## src/rtl/serial_pattern_tx.sv

```systemverilog
// serial_pattern_tx
//   Transmit side of a single-bit serial line. A parallel word is taken over a
//   valid/ready handshake and shifted out MSB first, one bit per clock. The
//   0->1 transitions on the line during each word are counted, so a bench can
//   compare against a downstream rising-transition detector.
// Ports
//   clk         rising-edge clock
//   reset       asynchronous, active-low reset
//   load_valid  load_data is valid
//   load_data   word to send, bit WIDTH-1 first
//   load_ready  block can accept a word (IDLE only)
//   tx_bit      serial line
//   tx_active   a word bit is on tx_bit this cycle
//   done        1-cycle pulse after the last bit of a word
//   edge_count  0->1 transitions in the last completed word
module serial_pattern_tx #(
  parameter int unsigned WIDTH = 8,
  parameter int unsigned GAP   = 1
) (
  input  logic                       clk,
  input  logic                       reset,
  input  logic                       load_valid,
  input  logic [WIDTH-1:0]           load_data,
  output logic                       load_ready,
  output logic                       tx_bit,
  output logic                       tx_active,
  output logic                       done,
  output logic [$clog2(WIDTH+1)-1:0] edge_count
);

  localparam int unsigned CW   = $clog2(WIDTH + 1);
  localparam int unsigned GAPW = (GAP > 1) ? $clog2(GAP) : 1;

  typedef enum logic [1:0] {S_IDLE, S_SHIFT, S_GAP} state_t;

  state_t           r_state, w_next;
  logic [WIDTH-1:0] r_shift;
  logic [CW-1:0]    r_bitcnt;
  logic [CW-1:0]    r_edge_run;
  logic [CW-1:0]    r_edge_count;
  logic [GAPW-1:0]  r_gapcnt;
  logic             r_tx_bit, r_tx_active, r_done, r_first;
  logic             w_accept, w_last_bit, w_next_bit, w_rise;

  assign tx_bit     = r_tx_bit;
  assign tx_active  = r_tx_active;
  assign done       = r_done;
  assign edge_count = r_edge_count;

  always_ff @(posedge clk or negedge reset) begin
    if (!reset) r_state <= S_IDLE;
    else        r_state <= w_next;
  end

  always_comb begin
    w_next     = r_state;
    w_accept   = 1'b0;
    w_last_bit = 1'b0;
    load_ready = 1'b0;
    case (r_state)
      S_IDLE: begin
        load_ready = 1'b1;
        if (load_valid) begin
          w_accept = 1'b1;
          w_next   = S_SHIFT;
        end
      end
      S_SHIFT: begin
        if (r_bitcnt == CW'(WIDTH)) begin
          w_last_bit = 1'b1;
          w_next     = (GAP == 0) ? S_IDLE : S_GAP;
        end
      end
      S_GAP: begin
        if (r_gapcnt == GAPW'(GAP - 1)) w_next = S_IDLE;
      end
      default: w_next = S_IDLE;
    endcase
    // The bit about to go on the line is compared with the held line value,
    // so transitions across word boundaries are counted too.
    w_next_bit = w_accept ? load_data[WIDTH-1] : r_shift[WIDTH-1];
    w_rise     = w_next_bit & ~r_tx_bit & ~r_first;
  end

  always_ff @(posedge clk or negedge reset) begin
    if (!reset) begin
      r_shift      <= '0;
      r_bitcnt     <= '0;
      r_edge_run   <= '0;
      r_edge_count <= '0;
      r_gapcnt     <= '0;
      r_tx_bit     <= 1'b0;
      r_tx_active  <= 1'b0;
      r_done       <= 1'b0;
      r_first      <= 1'b1;
    end else begin
      r_done <= 1'b0;
      if (w_accept) begin
        r_tx_bit    <= load_data[WIDTH-1];
        r_shift     <= load_data << 1;
        r_tx_active <= 1'b1;
        r_bitcnt    <= CW'(1);
        r_edge_run  <= CW'(w_rise);
        r_first     <= 1'b0;
      end else if (r_state == S_SHIFT) begin
        if (w_last_bit) begin
          r_tx_active  <= 1'b0;
          r_done       <= 1'b1;
          r_edge_count <= r_edge_run;
          r_gapcnt     <= '0;
        end else begin
          r_tx_bit   <= r_shift[WIDTH-1];
          r_shift    <= r_shift << 1;
          r_bitcnt   <= r_bitcnt + CW'(1);
          r_edge_run <= r_edge_run + CW'(w_rise);
        end
      end else if (r_state == S_GAP) begin
        r_gapcnt <= r_gapcnt + GAPW'(1);
      end
    end
  end

endmodule

```

## config.mk

```make
export PLATFORM = sky130hd
export DESIGN_NAME = serial_pattern_tx
export DESIGN_NICKNAME = d
export VERILOG_FILES = /design/src/rtl/serial_pattern_tx.sv
export SDC_FILE = /design/constraint.sdc
export NUM_CORES = 1
export LEC_CHECK = 0
export BUFFER_PORTS_ARGS = -buffer_cell sky130_fd_sc_hd__buf_2
export CAP_MARGIN = 10
export CORE_ASPECT_RATIO = 0.5
export CORE_MARGIN = 2
export CORE_UTILIZATION = 30
export DETAILED_ROUTE_END_ITERATION = 8
export SKIP_LAST_GASP = 1
export SLEW_MARGIN = 20
export SYNTH_ARGS = -nofsm -noshare
export SYNTH_HDL_FRONTEND = slang
export SYNTH_SLANG_ARGS = --single-unit
export TNS_END_PERCENT = 20
```

## constraint.sdc

```tcl
create_clock -name clk -period 2.1 [get_ports clk]
set_input_delay 0.42 -clock clk [delete_from_list [all_inputs] [get_ports clk]]
set_output_delay 0.42 -clock clk [all_outputs]
set_load 0.03 [all_outputs]
```

-- Word-level counts from Yosys, hierarchy flattened
Cells that the tools add are included.
- flip-flop bits (word level): 27
- input port bits: 11
- output and inout port bits: 8
- word-level logic and storage cells: 65
- $add $sub $neg: 3
- equal/unequal tests: 8
- multiplexer cells: 30
- bitwise logic cells: 5
- reduce and logical (&&, ||, !) cells: 9
- operator list (kind ; number):
    $mux 4 ; 6
    $mux 8 ; 3
    $mux 1 ; 17
    $ne 2x2->1 const B ; 5
    $reduce_and 3->1 ; 3
    $mux 2 ; 3
    $pmux 2 s3 ; 1
    $reduce_bool 2->1 ; 3
    $add 4x1->4 ; 1
    $add 4x1->4 const B ; 1
    $eq 4x4->1 const B ; 1
    $reduce_and 2->1 ; 2
    $not 1->1 ; 3
    $and 1x1->1 ; 2
    $eq 2x1->1 const B ; 1
    $eq 2x2->1 const B ; 1
    $logic_not 2->1 ; 1
    $add 1x1->1 const B ; 1

-- Logic depth before layout (Yosys ltp)
Gate-level depths: netlist (run 1).
- word-level depth: 9
- mapped depth: 8
- gate-level depth less buffers: 7

-- Worst setup path after synthesis (run 1)
No wires, ideal clock.
- kind: register to register
- start point: register r_state[0]
- end point: register r_edge_run[3]
- library setup time: 0.133 ns
- arrival: 1.667 ns
- required time: 1.967 ns
- slack: 0.300 ns
- cell stages (with the launch flop): 8
- path buffers: 0
- clock period less this slack: 1.800 ns
- cells stage by stage: dfrtp_1 nor3b_1 nand2_1 a21boi_0 ha_1 nand3_1 o311ai_2 o31ai_1
- word-level cells in the longest chain between the ends: 9
- elaborated cells on any way between the ends: 14
- those cells by class: add/sub: 1; eq/ne: 2; mux: 6; bitwise: 2; reduce/logical: 3
- ends and longest elaborated chain (item ; RTL line ; text):
    start, declared ; 36 ; state_t r_state, w_next;
    start signal, assigned ; 52 ; else r_state <= w_next;
    $logic_not 2->1 ; 60 ; case (r_state)
    $mux 1 ; 60 ;
    $mux 1 ; 81 ; w_next_bit = w_accept ? load_data[WIDTH-1] : r_shift[WIDTH-1];
    $and 1x1->1 (2 in a row) ; 82 ; w_rise = w_next_bit & ~r_tx_bit & ~r_first;
    $add 4x1->4 ; 115 ; r_edge_run <= r_edge_run + CW'(w_rise);
    $mux 4 ; 106 ; if (w_last_bit) begin
    $mux 4 ; 105 ; end else if (r_state == S_SHIFT) begin
    $mux 4 ; 98 ; if (w_accept) begin
    end signal, assigned ; 103 ; r_edge_run <= CW'(w_rise);
    end signal, assigned ; 115 ;
    end, declared ; 39 ; logic [CW-1:0] r_edge_run;
Several ways; a longest one is shown, not always the timed one. The select of a mux whose other input is x is not followed.
A chain may end at the register's enable or synchronous reset.

-- Worst setup path in the final report (run 1)
Same ends and word-level chain as after synthesis.

==> flow_summary.toml, run 1 <==
[sta]
clock-skew-final_ns = 0.00181
fin_worst_hold_slack_ns = 0.126
final_period_minus_worst_setup_slack_ns = 1.86
final.setup.worst_slack_ns = 0.244
rsz_0062_raised_after_global_routing = "no"
final_hold_viol_count = 0
final_max_slew_viol_count = 0
final_sum_of_negative_setup_slack_ns = 0
timing.max_slew.rel_slack_pct = 62.1
actual_transition_at_the_worst_max_transition_pin_ns = 0.569
timing.final.crit_share_pct = 88.4
maxClockFrequency_mhz = 539
final-setup-viol-count = 0

[drt]
wire_per_inst_um = 13.2
dr.pass1.iters = 4
first_iter_violations = 46
vias = 892
count_of_nets_left_with_antenna_violations_after_detail_routing = 0
vias_per_cell = 4.96
drt-total-wl_mm = 2.37
drc = 0

[power_and_ir_drop]
static-leakage-power_nw = 0.674
p_sw_uw = 828
power_density_nw_per_um2 = 1490
share_clk_of_total_power_pct = 15.5
netSwitchingFraction_pct = 39.1
internal_mw = 1.29
power.ir.vdd_worst_mv = 0.313
power_frac_comb_pct = 44.2
power.share.sequential_pct = 40.3

[placed_design]
weighted_congestion_reported_at_the_end_of_routability_driven_placement = 0.774
detailedPlacementHpwl_mm = 1.68
numPortBuffers = 18
place_ws_ns = 0.199
dpl.cell_count = 176

[cells_and_area]
layout-drive-gt1-share_pct = 31.7
finalCoreUtilization_pct = 36.4
syn2layout_area_growth_pct = 16.4
antenna_cells = 0
nets = 142
instances_no_fill = 180

[clock_tree]
cts_resized = 0
cts.reportedPaths.clkPinSlew_ns = 0.09
ctsLongestPathBuffers = 2
cts_tree = "yes"
root_buffer = "sky130_fd_sc_hd__clkbuf_8"
numClockSinks = 26
h_tree_lvls = 1
cts_hold_repair.buffers = 0
insertion_delay_ns = 0.27
post_cts_buffers = 0
cts_buffers = 3

[logic_synthesis]
syn_area_sq_um = 1220
yosys.cell_types.count = 31
synth.yosys.warnings = 0
syn_avg_cell_area_sq_um = 11.5
yosysSeqAreaShare_pct = 53.4
netlist_instances = 106
yosys_register_bits = 26
postSynthNetCount = 121

[worst_setup_path]
critical_path.cell_chain = "nor3b_1, nand2_1, a21boi_0, ha_1, nand3_1, o311ai_2, o31ai_1"
critical_path.max_fanout = 6
worst-endpoint-required_ns = 2.26
crit_arrival_ns = 2.01
cp_slowest_cell = "sky130_fd_sc_hd__dfrtp_1"
crit_path_max_incr_delay_ns = 0.46
criticalPathCategory = "reg2reg"
endpoint_kind = "register"
start_kind = "register"

[global_route]
grt_max_degree = 27
grt_first_pass_wirelength_mm = 4.28
number_of_antenna_violations_at_the_first_check_in_global_routing = 0
global_route.usage.total_pct = 11.7
first_global_vias = 930
gr-total-overflow = 0

[die]
die-area_sq_um = 4630
chipHeight_um = 49.1
placementRows = 16
die_w_um = 94.2
floorplan.initialDensity_pct = 31.3
io-pin-count = 19
core_box_area_sq_um = 3900

[status]
status = "complete, no violations"

[flow_run]
max-cap-violations = 0

[worst_hold_path]
min_path_type = "in2async"
-- cell families after synthesis --
| group | share of synthesized area [%] |
|---|---|
| AOI/OAI and AO/OA | 14.9 |
| adders and majority gates | 4.10 |
| buffers and inverters | 4.41 |
| DFF | 53.4 |
| muxes | 7.07 |
| and+or+nand+nor | 16.2 |
-- path summary, 6_finish.rpt --
path | from | end | slack (ns) | cells after the start
max | r_state[0]$_DFFE_PN0P_ | r_edge_run[3]$_DFFE_PN0P_ | 0.24 | 7
min | reset | r_shift[1]$_DFFE_PN0P_ | 0.13 | 1
max reg2reg | r_state[0]$_DFFE_PN0P_ | r_edge_run[3]$_DFFE_PN0P_ | 0.24 | 7
min reg2reg | r_gapcnt$_DFFE_PN0P_ | r_gapcnt$_DFFE_PN0P_ | 0.50 | 1
max in group asynchronous | reset | r_shift[3]$_DFFE_PN0P_ | 1.59 | 1
min in group clk | load_data[0] | r_shift[1]$_DFFE_PN0P_ | 0.36 | 3
-- layer usage --
| metal | vias to the layer above | track usage, % | part of all wire [%] |
|---|---|---|---|
| li1 | 424 | - | - |
| met1 | 450 | 16.2 | 49 |
| met2 | 16 | 18.3 | 48 |
| met3 | 2 | 2.47 | 3.2 |
| met4 | 0 | 3.62 | 0.42 |
| met5 | - | 0 | 0 |
-- per-stage QoR --
| stage | cell area (sq um) | power (mW) |
|---|---|---|
| 2_1_floorplan | 1220 | 1.57 |
| 3_3_place_gp | 1370 | 1.78 |
| 3_5_place_dp | 1370 | 1.80 |
| 4_1_cts | 1420 | 2.14 |
| 5_1_grt | 1420 | 2.29 |
| 6_report | 1420 | 2.12 |
-- placed cells by master, fill, tap and decap left out --
cell and n:
sky130_fd_sc_hd__o311ai_2 1, sky130_fd_sc_hd__nand2b_4 1, sky130_fd_sc_hd__nand4_1 1, sky130_fd_sc_hd__nor2b_1 1, sky130_fd_sc_hd__inv_1 3, sky130_fd_sc_hd__ha_1 4, sky130_fd_sc_hd__dfrtp_1 25, sky130_fd_sc_hd__a21boi_0 1
sky130_fd_sc_hd__or3b_1 1, sky130_fd_sc_hd__o221a_2 5, sky130_fd_sc_hd__a31oi_1 1, sky130_fd_sc_hd__o22ai_1 1, sky130_fd_sc_hd__a21oi_1 2, sky130_fd_sc_hd__nand2_1 12, sky130_fd_sc_hd__nor2_1 4, sky130_fd_sc_hd__mux2_2 5
sky130_fd_sc_hd__and3b_1 1, sky130_fd_sc_hd__o211ai_1 3, sky130_fd_sc_hd__o21ai_4 1, sky130_fd_sc_hd__o21ai_0 5, sky130_fd_sc_hd__nor3b_1 1, sky130_fd_sc_hd__mux2i_1 3, sky130_fd_sc_hd__dfstp_2 1, sky130_fd_sc_hd__buf_4 4
sky130_fd_sc_hd__nand3_1 7, sky130_fd_sc_hd__o31ai_1 2, sky130_fd_sc_hd__buf_2 18, sky130_fd_sc_hd__clkbuf_8 4, sky130_fd_sc_hd__and2_1 1, sky130_fd_sc_hd__or3_1 5, sky130_fd_sc_hd__nand2b_1 1, sky130_fd_sc_hd__nand3b_1 1
-- area by class of cell --
cell class                      instances  area, sq um
Inverter                                3         11.3
Clock buffer                            4         55.1
Sequential cell                        26          652
Multi-Input combinational cell         71          515
Timing Repair Buffer                   22          120
Tap cell                               54         67.6
Fill cell                             391         2480
-- state kept, by name, summed over array words and instances (netlist names), 2 cells and up --
signal	count
r_shift	7
edge_count	4
r_bitcnt	4
r_edge_run	4
r_state	2
-- power groups by stage --
stage | logic, mW | registers [mW] | clock network [mW]
6_report | 0.937 | 0.853 | 0.329
5_1_grt | 1.05 | 0.883 | 0.364
4_1_cts | 0.945 | 0.851 | 0.340
3_5_place_dp | 0.944 | 0.860 | 0
3_3_place_gp | 0.925 | 0.860 | 0
2_1_floorplan | 0.655 | 0.916 | 0
-- worst max-delay path, delay by kind of cell (launching register included) --
kind	cells	cell delay (ns)
simple gates	3	0.56
flops	1	0.46
compound gates	3	0.51
fa+ha+maj	1	0.22
-- cell usage after synthesis --
cell                       count  share of area (%)
sky130_fd_sc_hd__nand3b_1      1               0.61
sky130_fd_sc_hd__a31oi_1       1               0.51
sky130_fd_sc_hd__dfrtp_1      25                 51
sky130_fd_sc_hd__nand2_1      12                3.7
sky130_fd_sc_hd__mux2_2        5                4.6
sky130_fd_sc_hd__ha_1          4                4.1
sky130_fd_sc_hd__buf_2         4                1.6
sky130_fd_sc_hd__o221a_2       5                4.6
sky130_fd_sc_hd__nor2b_1       1               0.51
sky130_fd_sc_hd__or3_1         5                2.6
sky130_fd_sc_hd__a21oi_1       2               0.82
sky130_fd_sc_hd__nand3_1       7                2.9
sky130_fd_sc_hd__and3b_1       1               0.72
sky130_fd_sc_hd__nand2b_1      1               0.51
sky130_fd_sc_hd__nand2b_4      1                1.1
sky130_fd_sc_hd__o21ai_4       1                1.3
sky130_fd_sc_hd__o311ai_2      1                1.3
sky130_fd_sc_hd__o21ai_0       5                2.0
sky130_fd_sc_hd__or3b_1        1               0.72
sky130_fd_sc_hd__o22ai_1       1               0.51
sky130_fd_sc_hd__mux2i_1       3                2.5
sky130_fd_sc_hd__nor2_1        4                1.2
sky130_fd_sc_hd__buf_6         2                1.8
sky130_fd_sc_hd__a21boi_0      1               0.61
sky130_fd_sc_hd__o211ai_1      3                1.8
sky130_fd_sc_hd__dfstp_2       1                2.2
sky130_fd_sc_hd__inv_1         3               0.92
sky130_fd_sc_hd__nand4_1       1               0.51
sky130_fd_sc_hd__and2_1        1               0.51
sky130_fd_sc_hd__nor3b_1       1               0.61
sky130_fd_sc_hd__o31ai_1       2                1.2
No activity file was read; power rests on OpenSTA's default activity.
==> run 2: changes to the inputs <==
--- a/config.mk
+++ b/config.mk
@@ -5,6 +5,7 @@
 export SDC_FILE = /design/constraint.sdc
 export NUM_CORES = 1
 export LEC_CHECK = 0
+export ABC_AREA = 1
 export BUFFER_PORTS_ARGS = -buffer_cell sky130_fd_sc_hd__buf_2
 export CAP_MARGIN = 10
 export CORE_ASPECT_RATIO = 0.5
==> flow_summary.toml, run 2 <==
[logic_synthesis]
yosysMostFrequentCell = "sky130_fd_sc_hd__nand2_1"
asyncSetResetFlopFracSynth_pct = 100
yosys_register_bits = 26
yosys.cell_types.count = 22
postSynthNetCount = 167
synth.yosys.warnings = 0
syn_avg_cell_area_sq_um = 8.57
syn_area_sq_um = 1300
post-synth-top-area-fraction_pct = 48.0
ys_dominant_reg_cell = "sky130_fd_sc_hd__dfrtp_1"
synth.largest_area_cell = "sky130_fd_sc_hd__dfrtp_1"
post_synth_edffs = 0
netlist_instances = 152
yosysSeqAreaShare_pct = 50.0
synth_commonest_cells = "sky130_fd_sc_hd__nand2_1, sky130_fd_sc_hd__dfrtp_1, sky130_fd_sc_hd__nand2_2"
synth_area_leaders = "sky130_fd_sc_hd__dfrtp_1, sky130_fd_sc_hd__nand2_1, sky130_fd_sc_hd__nand2_2"

[sta]
timing.max_slew.rel_slack_pct = 60.7
rsz_0062_raised_after_global_routing = "no"
final_period_minus_worst_setup_slack_ns = 1.83
final_max_slew_viol_count = 0
maxClockFrequency_mhz = 546
actual_transition_at_the_worst_max_transition_pin_ns = 0.590
final-setup-viol-count = 0
final_hold_viol_count = 0
timing.final.crit_share_pct = 87.1
final_sum_of_negative_setup_slack_ns = 0
clock-skew-final_ns = 0.00283

[cells_and_area]
nets = 187
registers.top_by_ff_count = "r_shift"
layout_cell_area_excl_fill_sq_um = 1480
finalCoreUtilization_pct = 36.7
mostFrequentLayoutCell = "sky130_fd_sc_hd__nand2_1"
antenna_cells = 0
fillers = 425
multi_input_comb_area_sq_um = 549
layout-drive-gt1-share_pct = 26.3
regArea_sq_um = 652
syn2layout_area_growth_pct = 13.4
flip_flop_count_of_the_largest_register_all_copies_and_words_added = 7
final_cell_mix = "sky130_fd_sc_hd__nand2_1, sky130_fd_sc_hd__dfrtp_1, sky130_fd_sc_hd__buf_2"

[drt]
first_iter_violations = 67
vias_per_cell = 4.36
drt-total-wl_mm = 2.46
vias = 981
wire_per_inst_um = 11.0
count_of_nets_left_with_antenna_violations_after_detail_routing = 0
drc = 0
dr.pass1.iters = 4

[power_and_ir_drop]
static-leakage-power_nw = 0.824
power.ir.vdd_worst_mv = 0.387
power_density_nw_per_um2 = 1330

[worst_setup_path]
criticalPathCategory = "reg2reg"
start_kind = "register"
critical_path.max_fanout = 9
worst-endpoint-required_ns = 2.30
endpoint_kind = "register"
crit_arrival_ns = 2.03

[global_route]
grt_first_pass_wirelength_mm = 4.53
gr-total-overflow = 0
number_of_antenna_violations_at_the_first_check_in_global_routing = 0
first_global_vias = 989
global_route.usage.total_pct = 11.5
grt_max_degree = 27

[clock_tree]
cts_buffers = 3
ctsLongestPathBuffers = 2
root_buffer = "sky130_fd_sc_hd__clkbuf_8"
cts_tree = "yes"
post_cts_buffers = 0
cts_hold_repair.buffers = 0
cts.reportedPaths.clkPinSlew_ns = 0.09
h_tree_lvls = 1
insertion_delay_ns = 0.27
cts_resized = 0
numClockSinks = 26

[die]
die_w_um = 97.2
chipHeight_um = 50.6
io-pin-count = 19
die-area_sq_um = 4920
placementRows = 16
core_box_area_sq_um = 4020
floorplan.initialDensity_pct = 32.4

[status]
status = "complete, no violations"

[placed_design]
placed_cell_area_sq_um = 1420
detailedPlacementHpwl_mm = 1.81
numPortBuffers = 18
weighted_congestion_reported_at_the_end_of_routability_driven_placement = 0.754

[flow_run]
max-cap-violations = 0

[worst_hold_path]
min_path_type = "in2async"
[run 2: cell count changes after synthesis, sizes merged, moves of 3 or more]
cell	before	now
inv	3	14
mux2i	3	0
nand4	1	5
nand2	12	76
mux2	5	0
or3	5	0
o211ai	3	0
o221a	5	0
[run 2: kinds of logic (layout without fill, tap and decap cells)]
kind of cell               count (synthesis)  after routing  share of synthesized area, %
and+or+nand+nor                           92             92                          32.5
adders and majority gates                  4              4                          3.84
buffers and inverters                     18             37                          7.78
DFF                                       26             26                          50.0
AOI/OAI and AO/OA                         10             10                          4.52
xor gates and xnor gates                   2              2                          1.35
[run 2: critical path: stages (launching register included)]
cell	delay (ns)
sky130_fd_sc_hd__dfrtp_1	0.44
sky130_fd_sc_hd__nor2_4	0.17
sky130_fd_sc_hd__nand2_4	0.10
sky130_fd_sc_hd__inv_2	0.14
sky130_fd_sc_hd__nand2_1	0.09
sky130_fd_sc_hd__a21boi_1	0.13
sky130_fd_sc_hd__ha_1	0.21
sky130_fd_sc_hd__ha_1	0.17
sky130_fd_sc_hd__xor2_1	0.13
sky130_fd_sc_hd__nand3_1	0.10
sky130_fd_sc_hd__o21ai_2	0.08
[run 2: final timing paths]
check	slack, ns	end	from	depth (start not counted)
setup / recovery	0.27	r_edge_run[2]$_DFFE_PN0P_	r_state[1]$_DFFE_PN0P_	10
setup reg to reg	0.27	r_edge_run[2]$_DFFE_PN0P_	r_state[1]$_DFFE_PN0P_	10
hold reg to reg	0.44	r_first$_DFFE_PN1N_	r_first$_DFFE_PN1N_	2
min in group clk	0.36	r_shift[1]$_DFFE_PN0P_	load_data[0]	3
max in group asynchronous	1.57	r_shift[4]$_DFFE_PN0P_	reset	1
hold / removal	0.15	r_shift[3]$_DFFE_PN0P_	reset	1
[run 2: cell type report]
| cell class | instances | share of cell area, % |
|---|---|---|
| tap | 54 | 4.58 |
| multi-input combinational | 108 | 37.2 |
| inverter | 14 | 3.73 |
| sequential | 26 | 44.2 |
| clock buffer | 4 | 3.73 |
| timing repair buffer | 19 | 6.61 |
[run 2: report_power, final]
group	leakage, nW	internal [mW]	switching (mW)
clock	0.0288	0.167	0.152
sequential	0.333	0.673	0.142
combinational	0.462	0.278	0.558
[run 2: routing by layer]
metal	wire (um)	track usage, %	share of wire (%)	up-vias
met4	0	2.82	0	0
met5	0	0	0	-
li1	-	-	-	509
met1	1230	14.7	50	451
met2	1150	20.4	47	21
met3	82	2.09	3.3	0
[run 2: metrics by stage]
step                total power [mW]  setup slack (ns)  instances  hold WS [ns]
floorplan                       1.53             0.279        152         0.124
global placement                1.66             0.328        221         0.435
detailed placement              1.68             0.277        221         0.431
CTS                             2.01             0.252        225         0.172
global route                    2.18            0.0349        225         0.192
finish                          1.97             0.270        225         0.148
